`src/rtl/common_types_pkg.sv`:
```
// rtl/common_types_pkg.sv - shared AHB-Lite and arbiter types for the fetch/data bus arbiter
package common_types_pkg;

  localparam int WORD_W = 32;

  typedef logic [WORD_W-1:0] word_t;

  typedef enum logic [1:0] {
    HTRANS_IDLE   = 2'b00,
    HTRANS_BUSY   = 2'b01,
    HTRANS_NONSEQ = 2'b10,
    HTRANS_SEQ    = 2'b11
  } htrans_t;

  localparam logic [2:0] HSIZE_BYTE = 3'd0;
  localparam logic [2:0] HSIZE_HALF = 3'd1;
  localparam logic [2:0] HSIZE_WORD = 3'd2;

  typedef enum logic [1:0] {
    ARB_IDLE = 2'd0,
    ARB_ADDR = 2'd1,
    ARB_DATA = 2'd2
  } arb_state_t;

  typedef enum logic {
    GRANT_I = 1'b0,
    GRANT_D = 1'b1
  } arb_grant_t;

  function automatic logic [2:0] size_to_hsize(input logic [1:0] size);
    return {1'b0, size};
  endfunction

endpackage

```
`src/rtl/ahb_arbiter.sv`:
```
// rtl/ahb_arbiter.sv - two-requester (fetch/data) AHB-Lite master arbiter, one transfer at a time
// Define ARB_RR_EN for round-robin arbitration; default is fixed data-over-fetch priority.
module ahb_arbiter
  import common_types_pkg::*;
(
  input  logic       CLK,
  input  logic       nRST,
  input  logic       i_req,
  input  word_t      i_addr,
  output word_t      i_rdata,
  output logic       i_done,
  output logic       i_err,
  input  logic       d_req,
  input  logic       d_wen,
  input  word_t      d_addr,
  input  logic [1:0] d_size,
  input  word_t      d_wdata,
  output word_t      d_rdata,
  output logic       d_done,
  output logic       d_err,
  output word_t      haddr,
  output htrans_t    htrans,
  output logic       hwrite,
  output logic [2:0] hsize,
  output word_t      hwdata,
  input  word_t      hrdata,
  input  logic       hready,
  input  logic       hresp
);

  arb_state_t state, state_next;
  arb_grant_t grant;
  word_t      addr_q;
  word_t      wdata_q;
  logic       wen_q;
  logic [2:0] size_q;

  logic i_pend, d_pend, any_pend, pick_d, xfer_end;

  // A requester whose done is showing this cycle has not yet seen it, so its
  // still-high req must not start a second transfer.
  assign i_pend   = i_req & ~i_done;
  assign d_pend   = d_req & ~d_done;
  assign any_pend = i_pend | d_pend;
  assign xfer_end = (state == ARB_DATA) && hready;

`ifdef ARB_RR_EN
  arb_grant_t rr_ptr;

  always_ff @(posedge CLK or negedge nRST) begin
    if (!nRST) begin
      rr_ptr <= GRANT_D;
    end else if (xfer_end) begin
      rr_ptr <= (grant == GRANT_D) ? GRANT_I : GRANT_D;
    end
  end

  assign pick_d = d_pend & (~i_pend | (rr_ptr == GRANT_D));
`else
  assign pick_d = d_pend;
`endif

  always_ff @(posedge CLK or negedge nRST) begin
    if (!nRST) begin
      state <= ARB_IDLE;
    end else begin
      state <= state_next;
    end
  end

  always_ff @(posedge CLK or negedge nRST) begin
    if (!nRST) begin
      grant   <= GRANT_D;
      addr_q  <= '0;
      wdata_q <= '0;
      wen_q   <= 1'b0;
      size_q  <= HSIZE_BYTE;
    end else if ((state == ARB_IDLE) && any_pend) begin
      grant   <= pick_d ? GRANT_D : GRANT_I;
      addr_q  <= pick_d ? d_addr : i_addr;
      wdata_q <= pick_d ? d_wdata : '0;
      wen_q   <= pick_d & d_wen;
      size_q  <= pick_d ? size_to_hsize(d_size) : HSIZE_WORD;
    end
  end

  always_ff @(posedge CLK or negedge nRST) begin
    if (!nRST) begin
      i_done  <= 1'b0;
      d_done  <= 1'b0;
      i_err   <= 1'b0;
      d_err   <= 1'b0;
      i_rdata <= '0;
      d_rdata <= '0;
    end else begin
      i_done <= xfer_end && (grant == GRANT_I);
      d_done <= xfer_end && (grant == GRANT_D);
      i_err  <= xfer_end && (grant == GRANT_I) && hresp;
      d_err  <= xfer_end && (grant == GRANT_D) && hresp;
      if (xfer_end && (grant == GRANT_I)) begin
        i_rdata <= hrdata;
      end
      if (xfer_end && (grant == GRANT_D)) begin
        d_rdata <= hrdata;
      end
    end
  end

  // Address and data phases never overlap, so bus outputs are simply decoded from state.
  always_comb begin
    state_next = state;
    htrans     = HTRANS_IDLE;
    haddr      = '0;
    hwrite     = 1'b0;
    hsize      = HSIZE_BYTE;
    hwdata     = '0;
    unique case (state)
      ARB_IDLE: begin
        if (any_pend) begin
          state_next = ARB_ADDR;
        end
      end
      ARB_ADDR: begin
        htrans = HTRANS_NONSEQ;
        haddr  = addr_q;
        hwrite = wen_q;
        hsize  = size_q;
        if (hready) begin
          state_next = ARB_DATA;
        end
      end
      ARB_DATA: begin
        hwdata = wdata_q;
        if (hready) begin
          state_next = ARB_IDLE;
        end
      end
      default: begin
        state_next = ARB_IDLE;
      end
    endcase
  end

endmodule

```
`config.mk`:
```
export PLATFORM = sky130hd
export DESIGN_NAME = ahb_arbiter
export DESIGN_NICKNAME = d
export VERILOG_FILES = /design/src/rtl/common_types_pkg.sv /design/src/rtl/ahb_arbiter.sv
export SDC_FILE = /design/constraint.sdc
export NUM_CORES = 1
export LEC_CHECK = 0
export ABC_AREA = 1
export CELL_PAD_IN_SITES_DETAIL_PLACEMENT = 1
export CELL_PAD_IN_SITES_GLOBAL_PLACEMENT = 1
export CORE_MARGIN = 5
export CORE_UTILIZATION = 32
export DETAILED_ROUTE_END_ITERATION = 8
export GPL_TIMING_DRIVEN = 0
export HOLD_SLACK_MARGIN = 0.02
export PLACE_DENSITY_LB_ADDON = 0.1
export REMOVE_ABC_BUFFERS = 1
export SLEW_MARGIN = 0
export SYNTH_ARGS = -nofsm -noshare
export SYNTH_HDL_FRONTEND = slang
export SYNTH_SLANG_ARGS = --single-unit
```
`constraint.sdc`:
```
create_clock -name CLK -period 2.52 [get_ports CLK]
set_clock_uncertainty 0.15 [all_clocks]
set_input_delay 0.504 -clock CLK [delete_from_list [all_inputs] [get_ports CLK]]
set_output_delay 0.504 -clock CLK [all_outputs]
set_load 0.02 [all_outputs]
```
# Word level (Yosys, flattened, before mapping)
# Cells that the tools add are included.
[totals]
reg_bits = 139
input_bits = 137
[op_classes]
reduce_logical = 8
eq_ne = 5
n_bitwise = 7
muxes = 13
[ops]
columns = ["cell", "count"]
rows = [
  ["two-way mux 32 bit", 4],
  ["two-way mux 2 bit", 5],
  ["logical AND 1 bit", 6],
  ["inequality test 2 bit, second input constant", 3],
  ["case mux 2 bit (3 select lines)", 1],
  ["AND 1 bit", 3],
  ["two-way mux 3 bit", 1],
  ["inverter 1 bit", 3],
  ["AND reduction 3 bit", 1],
  ["== test 2 x 1 -> 1 bit, second input constant", 1],
  ["== test 2 bit, second input constant", 1],
  ["logical NOT 2 bit", 1],
  ["two-way mux 1 bit", 2],
  ["bitwise OR 1 bit", 1],
]

# Longest topological paths before layout
[logic_depth]
ltp_word = 5
depth_mapped = 8

# Least setup slack after synthesis
# OpenSTA, ideal clock, no wires.
[synth_path]
path_type = "reg-to-output"
from = "register state[0]"
to = "output hwdata[0]"
setup_slack_ps = 763
arrival_time_ps = 1103
required_time_ps = 1866
stages_incl_launch_ff = 5
cell_sequence = "dfrtp_1 nor2_4 inv_1 buf_2 nor2_1"
[synth_between]
elab_chain_cells = 2
[synth_lines]
columns = ["item", "line_no", "text"]
rows = [
  ["from (decl)", "ahb_arbiter.sv:31", "arb_state_t state, state_next;"],
  ["from (signal assigned)", "ahb_arbiter.sv:67", "state <= state_next;"],
  ["== test 2 bit", "ahb_arbiter.sv:117", "unique case (state)"],
  ["two-way mux 32 bit", "ahb_arbiter.sv:117", ""],
  ["to (decl)", "ahb_arbiter.sv:25", "output word_t hwdata,"],
]
# No other way between the ends.

# Worst setup path in the final report
[layout_path]
from = "register state[0]"
to = "output hwdata[29]"
# Same word-level chain as after synthesis.

==> impl_metrics.ini <==
[run_status]
status = completed

[run]
maxCapViolCount = 0

[floorplanning]
die_area_mm2 = 0.02318
start_util_pct = 32.21
fp-row-count = 52
die_y_um = 152.3
die_x_um = 152.3
ios = 275
core_area_mm2 = 0.02010

[timing]
worstMarginPinSlew_ns = 0.8975
tns_ns = 0
holdWs_ns = 0.3159
fmax_mhz = 413.8
slew_headroom_pct = 40.10
final-setup-viol-count = 0
fin_crit_sh_pct = 95.90
rsz0062_at_grt = no
hold_viol = 0
drv_slew = 0
min_period_ns = 2.417

[layout]
num-nets-final = 1241
mostFrequentLayoutCells = nand2_1, clkdlybuf4s50_1, dfrtp_1
layoutNonFillerInstCount = 1388
layout_commonest_cell = nand2_1
drive_above_1_share_pct = 8.684
fin_area_mm2 = 0.009864
synthToLayoutAreaGrowth_pct = 52.32

[yosys]
synth_edf_count = 0
yosysWarnings = 0
synth-async-reset-ratio_pct = 100.0
synthFlopType = dfrtp_1
synth-seq-cells = 138
synth_cell_types = 21
synth_top_area_cell = dfrtp_1
ys_top_cells_by_area = dfrtp_1, nand2_1, nand4_1
synth.yosys.seq_area_share_pct = 53.34
netlist.area_leader.share_pct = 52.94
netlist_area_mm2 = 0.006476
post_synth.cell_area_avg_um2 = 7.566
synthCells = 856

[cts]
clkSinkCount = 138
clkSlewWorstSetupHoldPaths_ns = 0.06
clk_latency_ns = 0.41
cts_buffers = 17
cts_tree = yes
cts_buffer_depth = 2
htree_levels = 4
cts-root-buf = clkbuf_16

[critical_path]
r2r_cells = 3
critPathCaptureType = output pin
worst_r2r_endpoint = d_rdata[8]
path_buf_inv = 3
worst_r2r_startpoint = grant
crit_type = reg2out
path_max_fanout = 17
start_kind = register
required_ns = 1.87
slowest_stage = dfrtp_2
critPathTopFamily = buffers and inverters
rrSetupSlack_ns = 0.25
arrival_ns = 1.76
crit_chain = nor2_4, clkinvlp_4, buf_6, nor2_1, clkdlybuf4s15_2
max_stage_delay_ns = 0.47

[pwr]
ir_drop_uv = 529.7
power_mw = 11.65
powerDensity_mw_per_mm2 = 1181
power_leakage_nw = 5.164

[placed_design]
io_buffers = 272
dpl_cell_area_mm2 = 0.009305
dp.cells = 1343
hpwl_um = 15100
place_congestion = 0.7301

[global_route]
grt_pass1_vias = 6650
grt_pass1_wl_um = 37580
antenna_found_initial = 1
grt_max_degree = 92
grtUsageTotal_pct = 20.06
grt_overflow = 0

[routing]
wire_per_inst_um = 16.92
vias_per_cell = 4.618
drt_iter0_drc = 267
drt-total-wl_um = 23490
antenna_left = 0
via_count = 6410
route.detailed.drc = 0
first_pass_iters = 4

[hold_path]
hp-start = size_q[1]
min_to = size_q[1]
hold_class = reg2reg
hold_depth = 2
[worst register-to-register path, cell delays in order (launching register included)]
cell	delay (ns)
dfstp_4	0.89
nand3_2	0.76
nand2_1	0.27
nand2_1	0.09
[worst max path at each step]
stage,slack [ns],start,depth (start not counted),to
3_3_place_gp,-5.28,nRST,1,wdata_q[24]
6_report,0.10,state[0],5,hwdata[29]
4_1_cts,0.006,state[1],6,hwdata[7]
3_5_place_dp,-1.66,d_req,6,wdata_q[31]
2_1_floorplan,-0.34,state[0],3,hwdata[0]
5_1_grt,0.003,state[1],7,hwdata[14]
[layout make-up]
| cell class | count | area [µm²] |
|---|---|---|
| fillers | 2427 | 10240 |
| flip-flops and latches | 138 | 3460 |
| repair buffers | 284 | 2704 |
| multi-input cells | 582 | 2469 |
| clock buffers | 19 | 442.9 |
| well taps | 270 | 337.8 |
| inverters | 80 | 311.5 |
| clock inverters | 13 | 130.1 |
| repair inverters | 1 | 7.507 |
| diodes | 1 | 2.502 |
[registers in the layout, summed over array words and instances (netlist names)]
| signal | count |
|---|---|
| i_err | 1 |
| d_rdata | 32 |
| addr_q | 32 |
| size_q | 2 |
| d_done | 1 |
| wen_q | 1 |
| i_done | 1 |
| grant | 1 |
| state | 2 |
| wdata_q | 32 |
| i_rdata | 32 |
| d_err | 1 |
[repair_timing]
action | in CTS | in global routing
hold endpoints to repair | 47 | 0
hold buffers | 1 | 0
resized for setup | 162 | 23
setup endpoints to repair | 205 | 63
buffers inserted | 8 | 0
pin swaps | 2 | 1
cloned | 3 | 0
[where the power goes]
part / internal, mW / switching (mW) / leakage [nW] / total, mW
registers: 3.21 / 0.630 / 1.74 / 3.84
logic: 2.03 / 3.31 / 3.15 / 5.34
clock network: 1.41 / 1.06 / 0.274 / 2.47
[metrics by stage]
| step | utilization (%) | setup WS (ns) |
|---|---|---|
| after global placement | 45.89 | -5.283 |
| after detailed placement | 46.28 | -1.657 |
| after CTS | 49.44 | 0.006246 |
| after global routing | 49.07 | 0.002952 |
| after floorplan | - | -0.3411 |
| final | 49.07 | 0.1032 |
[cell usage after synthesis, types with 2 or more instances]
cell type and n:
buf_1 2, buf_2 29, buf_4 9, buf_6 3, clkbuf_1 16, dfrtp_1 137
inv_1 75, inv_2 4, nand2_1 402, nand2_2 2, nand3_1 33, nand3_2 2
nand4_1 64, nor2_1 70, nor2_2 2
[logic make-up (layout without fill, tap and decap cells)]
kind of cell | Yosys count | count (layout) | synth area share, %
and+or+nand+nor | 576 | 578 | 36.96
other | 1 | 3 | 0.05790
AOI/OAI and AO/OA | 2 | 2 | 0.1544
buffers and inverters | 139 | 397 | 9.486
DFF | 138 | 138 | 53.34
[per-layer routing]
layer / wire length [µm] / GRT usage [%] / vias up
li1: - / - / 3131
met1: 10300 / 25.97 / 3084
met2: 11160 / 32.45 / 175
met3: 1724 / 7.271 / 20
met4: 305 / 4.366 / 0
met5: 0 / 0 / -
No activity file was read; power rests on OpenSTA's default activity.
==> variant 1: new RTL, same flow settings <==
Remove the register `d_err`: a continuous assignment takes its place, so the output `d_err` follows one clock earlier.
--- a/src/rtl/ahb_arbiter.sv
+++ b/src/rtl/ahb_arbiter.sv
@@ -90,5 +90,4 @@
       d_done  <= 1'b0;
       i_err   <= 1'b0;
-      d_err   <= 1'b0;
       i_rdata <= '0;
       d_rdata <= '0;
@@ -97,5 +96,4 @@
       d_done <= xfer_end && (grant == GRANT_D);
       i_err  <= xfer_end && (grant == GRANT_I) && hresp;
-      d_err  <= xfer_end && (grant == GRANT_D) && hresp;
       if (xfer_end && (grant == GRANT_I)) begin
         i_rdata <= hrdata;
@@ -106,4 +104,6 @@
     end
   end
+
+  assign d_err = xfer_end && (grant == GRANT_D) && hresp;
 
   // Address and data phases never overlap, so bus outputs are simply decoded from state.
Check against the original RTL: not equivalent (a bounded check fails within 4 cycles, from zero or initial values and one cycle with nRST low).
==> variant 1 against the original RTL <==
- routed wire length grew 1.6%
- worst hold slack gained 0.0011 ns
- sequential cell count shrank 1
- fmax shrank 0.71%
- combinational power grew 4.3%
- via count grew 0.66%
- power grew 2.4%
- synthesized area shrank 0.39%
- worst setup slack lost 0.017 ns
- sequential share of layout area shrank 0.56 points
- non-clock buffer count grew 6
- cell area grew 0.90%
- critical path type unchanged
- highest routed layer is now met5
==> variant 1: results (changes against the original RTL) <==
** Run status
- The flow ran to the end, and the final reports show no timing, DRC or antenna violations.

** Setup path
- Peak per-stage delay on the critical path :: 0.38 ns (-0.09 ns)
- The worst register-to-register path ends at i_rdata[31]$_DFFE_PN0P_.
- In this run the worst setup path begins at state[1]$_DFFE_PN0P_.
- Maximum fanout encountered on the critical timing path :: 6 (-11)
- The critical path ends at hwdata[4].
- The setup slack on the worst flop-to-flop path was 0.17 ns (-0.08 ns).
- Worst path slowest cell :: sky130_fd_sc_hd__dfrtp_1
- The cell count of the worst reg-to-reg path was 4 (+1).

** Route
- Average via count per standard cell :: 4.63 (+0.22%)
- The number of violations reported at the end of detailed-routing iteration 0 was 213 (-20%).
- Total wirelength of the detailed-routed design :: 23900 um (+1.6%)

** Finish
- Fill cell total of the finished layout :: 2468 (+1.7%)
- The net count reported at finish is 1248 (+0.56%).
- The final core area utilization was 49.7% (+0.60 points).
- The ratio of cells with drive above 1 in the final layout is 9.25% (+0.57 points).

** Placement
- Routability Congestion :: 0.741 (+1.4%)
- Number of cells in the design after placement :: 1342 (-0.074%)
- Setup slack after placement :: -1.68 ns (-0.0258 ns)
- Placed Instance Area :: 9280 um2 (-0.27%)
- The post-DP HPWL is 14900 um (-1.5%).

** Worst hold path
- Destination of the worst hold path :: wdata_q[2]$_DFFE_PN0P_
- The worst hold path begins at wdata_q[2]$_DFFE_PN0P_.

** STA
- The worst hold slack after final layout is 0.317 ns (+0.00107 ns).
- The max-slew headroom at the worst pin is 46.1% (+6.0 points).
- Fin crit period :: 2.43 ns (+0.0172 ns)

** GRT
- Wire length of the first global-routing pass :: 38200 um (+1.6%)
- Largest net degree at the start of global routing :: 93 (+1.1%)
- Number of global-route vias before repair :: 6684 (+0.51%)
- The total global routing track utilization is 20.6% (+0.49 points).

** Yosys
- Number of standard cells after synthesis :: 855 (-0.12%)
- Synth area leaders :: sky130_fd_sc_hd__dfrtp_1 53%, sky130_fd_sc_hd__nand2_1 23%, sky130_fd_sc_hd__nand4_1 6.2%

** Clock network
- The setup fix buffers added after clock tree synthesis is 12 (+4).
- The number of cells upsized or downsized after cts was 177 (+9.3%).

** Power and ir drop
- The standby leakage power is 5.22 nW (+1.0%).
- Worst IR drop on VDD :: 0.613 mV (+16%)
variant 1: cell type report:
class	count	share of cell area, %
clock buffer	20	4.39
clock inverter	12	1.66
inverter	80	3.12
multi-input combinational	584	25.1
sequential	137	34.5
tap	270	3.39
timing repair buffer	290	27.8
timing repair inverter	1	0.0754
variant 1: kinds of logic (layout without fill, tap and decap cells):
group | count (synthesis) | after routing | share of synthesized area [%]
and+or+nand+nor | 576 | 580 | 37.1
buffers and inverters | 139 | 403 | 9.52
DFF | 137 | 137 | 53.2
AOI/OAI and AO/OA | 2 | 2 | 0.155
other | 1 | 2 | 0.0581
variant 1: per-layer routing:
metal | up-vias | GRT usage (%) | wire [um]
met5 | - | 0 | 16
met2 | 188 | 34.0 | 11200
met1 | 3107 | 26.0 | 10600
met3 | 20 | 7.59 | 1870
li1 | 3135 | - | -
met4 | 2 | 4.28 | 252
variant 1: report_power, final:
part / internal (mW) / switching (mW)
clock: 1.57 / 1.01
combinational: 2.12 / 3.45
sequential: 3.19 / 0.578
total: 6.88 / 5.04
==> variant 2: new RTL, config.mk and constraints unchanged <==
Made on the original files. The option `ARB_RR_EN` is turned on by a define.
--- a/src/rtl/ahb_arbiter.sv
+++ b/src/rtl/ahb_arbiter.sv
@@ -1,4 +1,6 @@
 // rtl/ahb_arbiter.sv - two-requester (fetch/data) AHB-Lite master arbiter, one transfer at a time
 // Define ARB_RR_EN for round-robin arbitration; default is fixed data-over-fetch priority.
+`define ARB_RR_EN
+
 module ahb_arbiter
   import common_types_pkg::*;
Check against the original RTL: not equivalent (Yosys sat finds a counterexample within 10 cycles, from zero or initial values and one cycle with nRST low).
==> variant 2 against the original RTL <==
- sequential power is 1% lower
- routed wire length is 9.1% lower
- power is 0.26% lower
- worst setup slack better by 0.020 ns
- highest routed layer unchanged
- synthesized area is 1.1% lower
- register-to-register slack worse by 0.02 ns
- cell area is 1.9% higher
- sequential cell count is 1 higher
==> variant 2: results (changes against the original RTL) <==
** Run status
- Status :: finished clean

** Clock network
- H-tree levels :: 4 (unchanged)
- Clock latency on the worst-skew pair :: 0.41 ns (about the same)
- The clock-pin slew of the registers on the worst-case setup and hold paths was 0.06 ns (about the same).
- In this run the clock root is driven by a sky130_fd_sc_hd__clkbuf_16.
- The clock buffer count from CTS came to 17 (unchanged).
- Buffers from clock root to sink, at most :: 2 (unchanged)

** Yosys
- Most numerous cell types in the synthesized netlist :: 238 x sky130_fd_sc_hd__nand2_1, 168 x sky130_fd_sc_hd__inv_1, 137 x sky130_fd_sc_hd__dfrtp_1
- Library cells used by synthesis :: 16 (-24%)
- The most used flip-flop cell after synthesis is sky130_fd_sc_hd__dfrtp_1.
- The proportion of synthesized chip area in sequential cells was 54.3% (+0.98 points).
- The count of yosys warnings during synthesis came to 0 (unchanged).
- Synth area leaders :: sky130_fd_sc_hd__dfrtp_1 54%, sky130_fd_sc_hd__nand2_1 14%, sky130_fd_sc_hd__inv_1 9.8%
- The fraction of registers with async set/reset came to 100% (unchanged).
- The synthesized area per cell was 7.59 um2 (+0.34%).

** GRT
- Number of global-route vias before repair :: 6230 (-6.3%)
- The initial antenna violation count was 0 (-1).
- The maximum number of pins on one net before global-route repair is 80 (-13%).
- Total GRT Usage :: 18.5% (-1.6 points)
- Wire length of the first global-routing pass :: 33200 um (-12%)

** Route
- Total wirelength of the detailed-routed design :: 21300 um (-9.1%)
- The post-route DRC violation count was 0 (unchanged).
- The number of violations reported at the end of detailed-routing iteration 0 was 158 (-41%).
- DR pass1 iterations :: 4 (unchanged)
- Overall via count from detail_route :: 6085 (-5.1%)

** Setup path
- Startpoint of the worst register-to-register path :: rr_ptr$_DFFE_PN1N_
- In this run the critical register-to-register path is captured at wdata_q[4]$_DFFE_PN0P_.
- Worst reg2reg path depth :: 6 (+3)
- The setup slack on the worst flop-to-flop path is 0.23 ns (-0.02 ns).
- Maximum fanout encountered on the critical timing path :: 4 (-13)

** Power and ir drop
- The maximum VDD drop is 0.634 mV (+20%).
- Leakage :: 5.80 nW (+12%)
- The switching share of total power is 41.2% (-1.7 points).

** Finish
- Ant. Diodes :: 0 (-1)
- The net count reported at finish came to 1231 (-0.81%).
- Fraction of layout instances using a drive strength above 1 :: 5.06% (-3.6 points)
- The count of fill cells added during filler insertion came to 2359 (-2.8%).
- Final Non-Filler Cells :: 1372 (-1.2%)

** Placement
- The instance area at placement was 9340 um2 (+0.40%).
- Number of cells in the design after placement :: 1338 (-0.37%)
- The count of buffers from port buffering was 272 (unchanged).
- The post-DP HPWL came to 14500 um (-4.1%).
- Routability Congestion :: 0.735 (+0.73%)

** Worst hold path
- Destination of the worst hold path :: wdata_q[16]$_DFFE_PN0P_
- The cell depth of the worst min-delay path is 2 (unchanged).
- The worst hold path belongs to the class register to register.
- Min-Delay Startpoint :: wdata_q[16]$_DFFE_PN0P_

** STA
- Worst rel slew slack :: 28.0% (-12 points)
variant 2: layout make-up:
class	count	share of cell area, %
multi-input cells	481	20.8
repair buffers	278	29.0
clock inverters	14	1.36
flip-flops and latches	139	34.6
clock buffers	18	4.27
inverters	177	6.71
well taps	265	3.30
variant 2: how the worst max path moves through the flow:
stage	startpoint	end	slack (ns)
finish	state[1]$_DFFE_PN0P_	htrans[1]	0.12
global route	state[1]$_DFFE_PN0P_	haddr[28]	0.004
CTS	state[1]$_DFFE_PN0P_	haddr[2]	-0.19
detailed placement	i_req	wdata_q[4]$_DFFE_PN0P_	-1.84
global placement	nRST	d_rdata[12]$_DFFE_PN0P_	-5.30
floorplan	i_done$_DFF_PN0_	addr_q[0]$_DFFE_PN0P_	-0.88
variant 2: logic make-up after synthesis:
group / after synthesis / synth area share, %
and+or+nand+nor: 409 / 26.0
buffers and inverters: 225 / 14.1
DFF: 139 / 54.3
AOI/OAI and AO/OA: 70 / 5.53
other: 1 / 0.0585
variant 2: through the flow:
stage | worst slack [ns] | hold slack (ns) | util (%)
2_1_floorplan | -0.876 | 0.0584 | -
5_1_grt | 0.00425 | 0.350 | 51.3
4_1_cts | -0.191 | 0.332 | 50.7
6_report | 0.124 | 0.326 | 51.3
3_3_place_gp | -5.30 | 0.307 | 47.1
3_5_place_dp | -1.84 | 0.315 | 47.7
variant 2: repair_timing:
| item | 4_1_cts | 5_1_grt |
|---|---|---|
| resized for setup | 37 | 45 |
| hold buffers | 1 | 0 |
| endpoints found under the setup margin | 136 | 129 |
| buffers inserted | 1 | 0 |
| pin swaps | 1 | 0 |
| hold endpoints to repair | 60 | 0 |
variant 2: routing by layer:
metal / part of all wire (%) / vias up / GRT usage, % / wire, um
li1: - / 3006 / - / -
met1: 42 / 2895 / 22.8 / 9070
met2: 46 / 167 / 29.6 / 9780
met5: 0 / - / 0 / 0
met4: 1.3 / 0 / 5.08 / 271
met3: 10 / 17 / 8.18 / 2220
variant 2: critical path, cell delays in order (launching register included):
cell	delay, ns
sky130_fd_sc_hd__dfrtp_2	0.47
sky130_fd_sc_hd__nor2_4	0.19
sky130_fd_sc_hd__clkdlybuf4s50_1	0.67
variant 2: power by group through the flow:
stage | logic (mW) | registers [mW] | clock network (mW)
6_report | 5.41 | 3.79 | 2.42
5_1_grt | 6.01 | 3.94 | 2.59
4_1_cts | 5.55 | 3.79 | 2.49
3_5_place_dp | 5.60 | 3.81 | 0
3_3_place_gp | 5.43 | 3.78 | 0
2_1_floorplan | 2.23 | 4.35 | 0
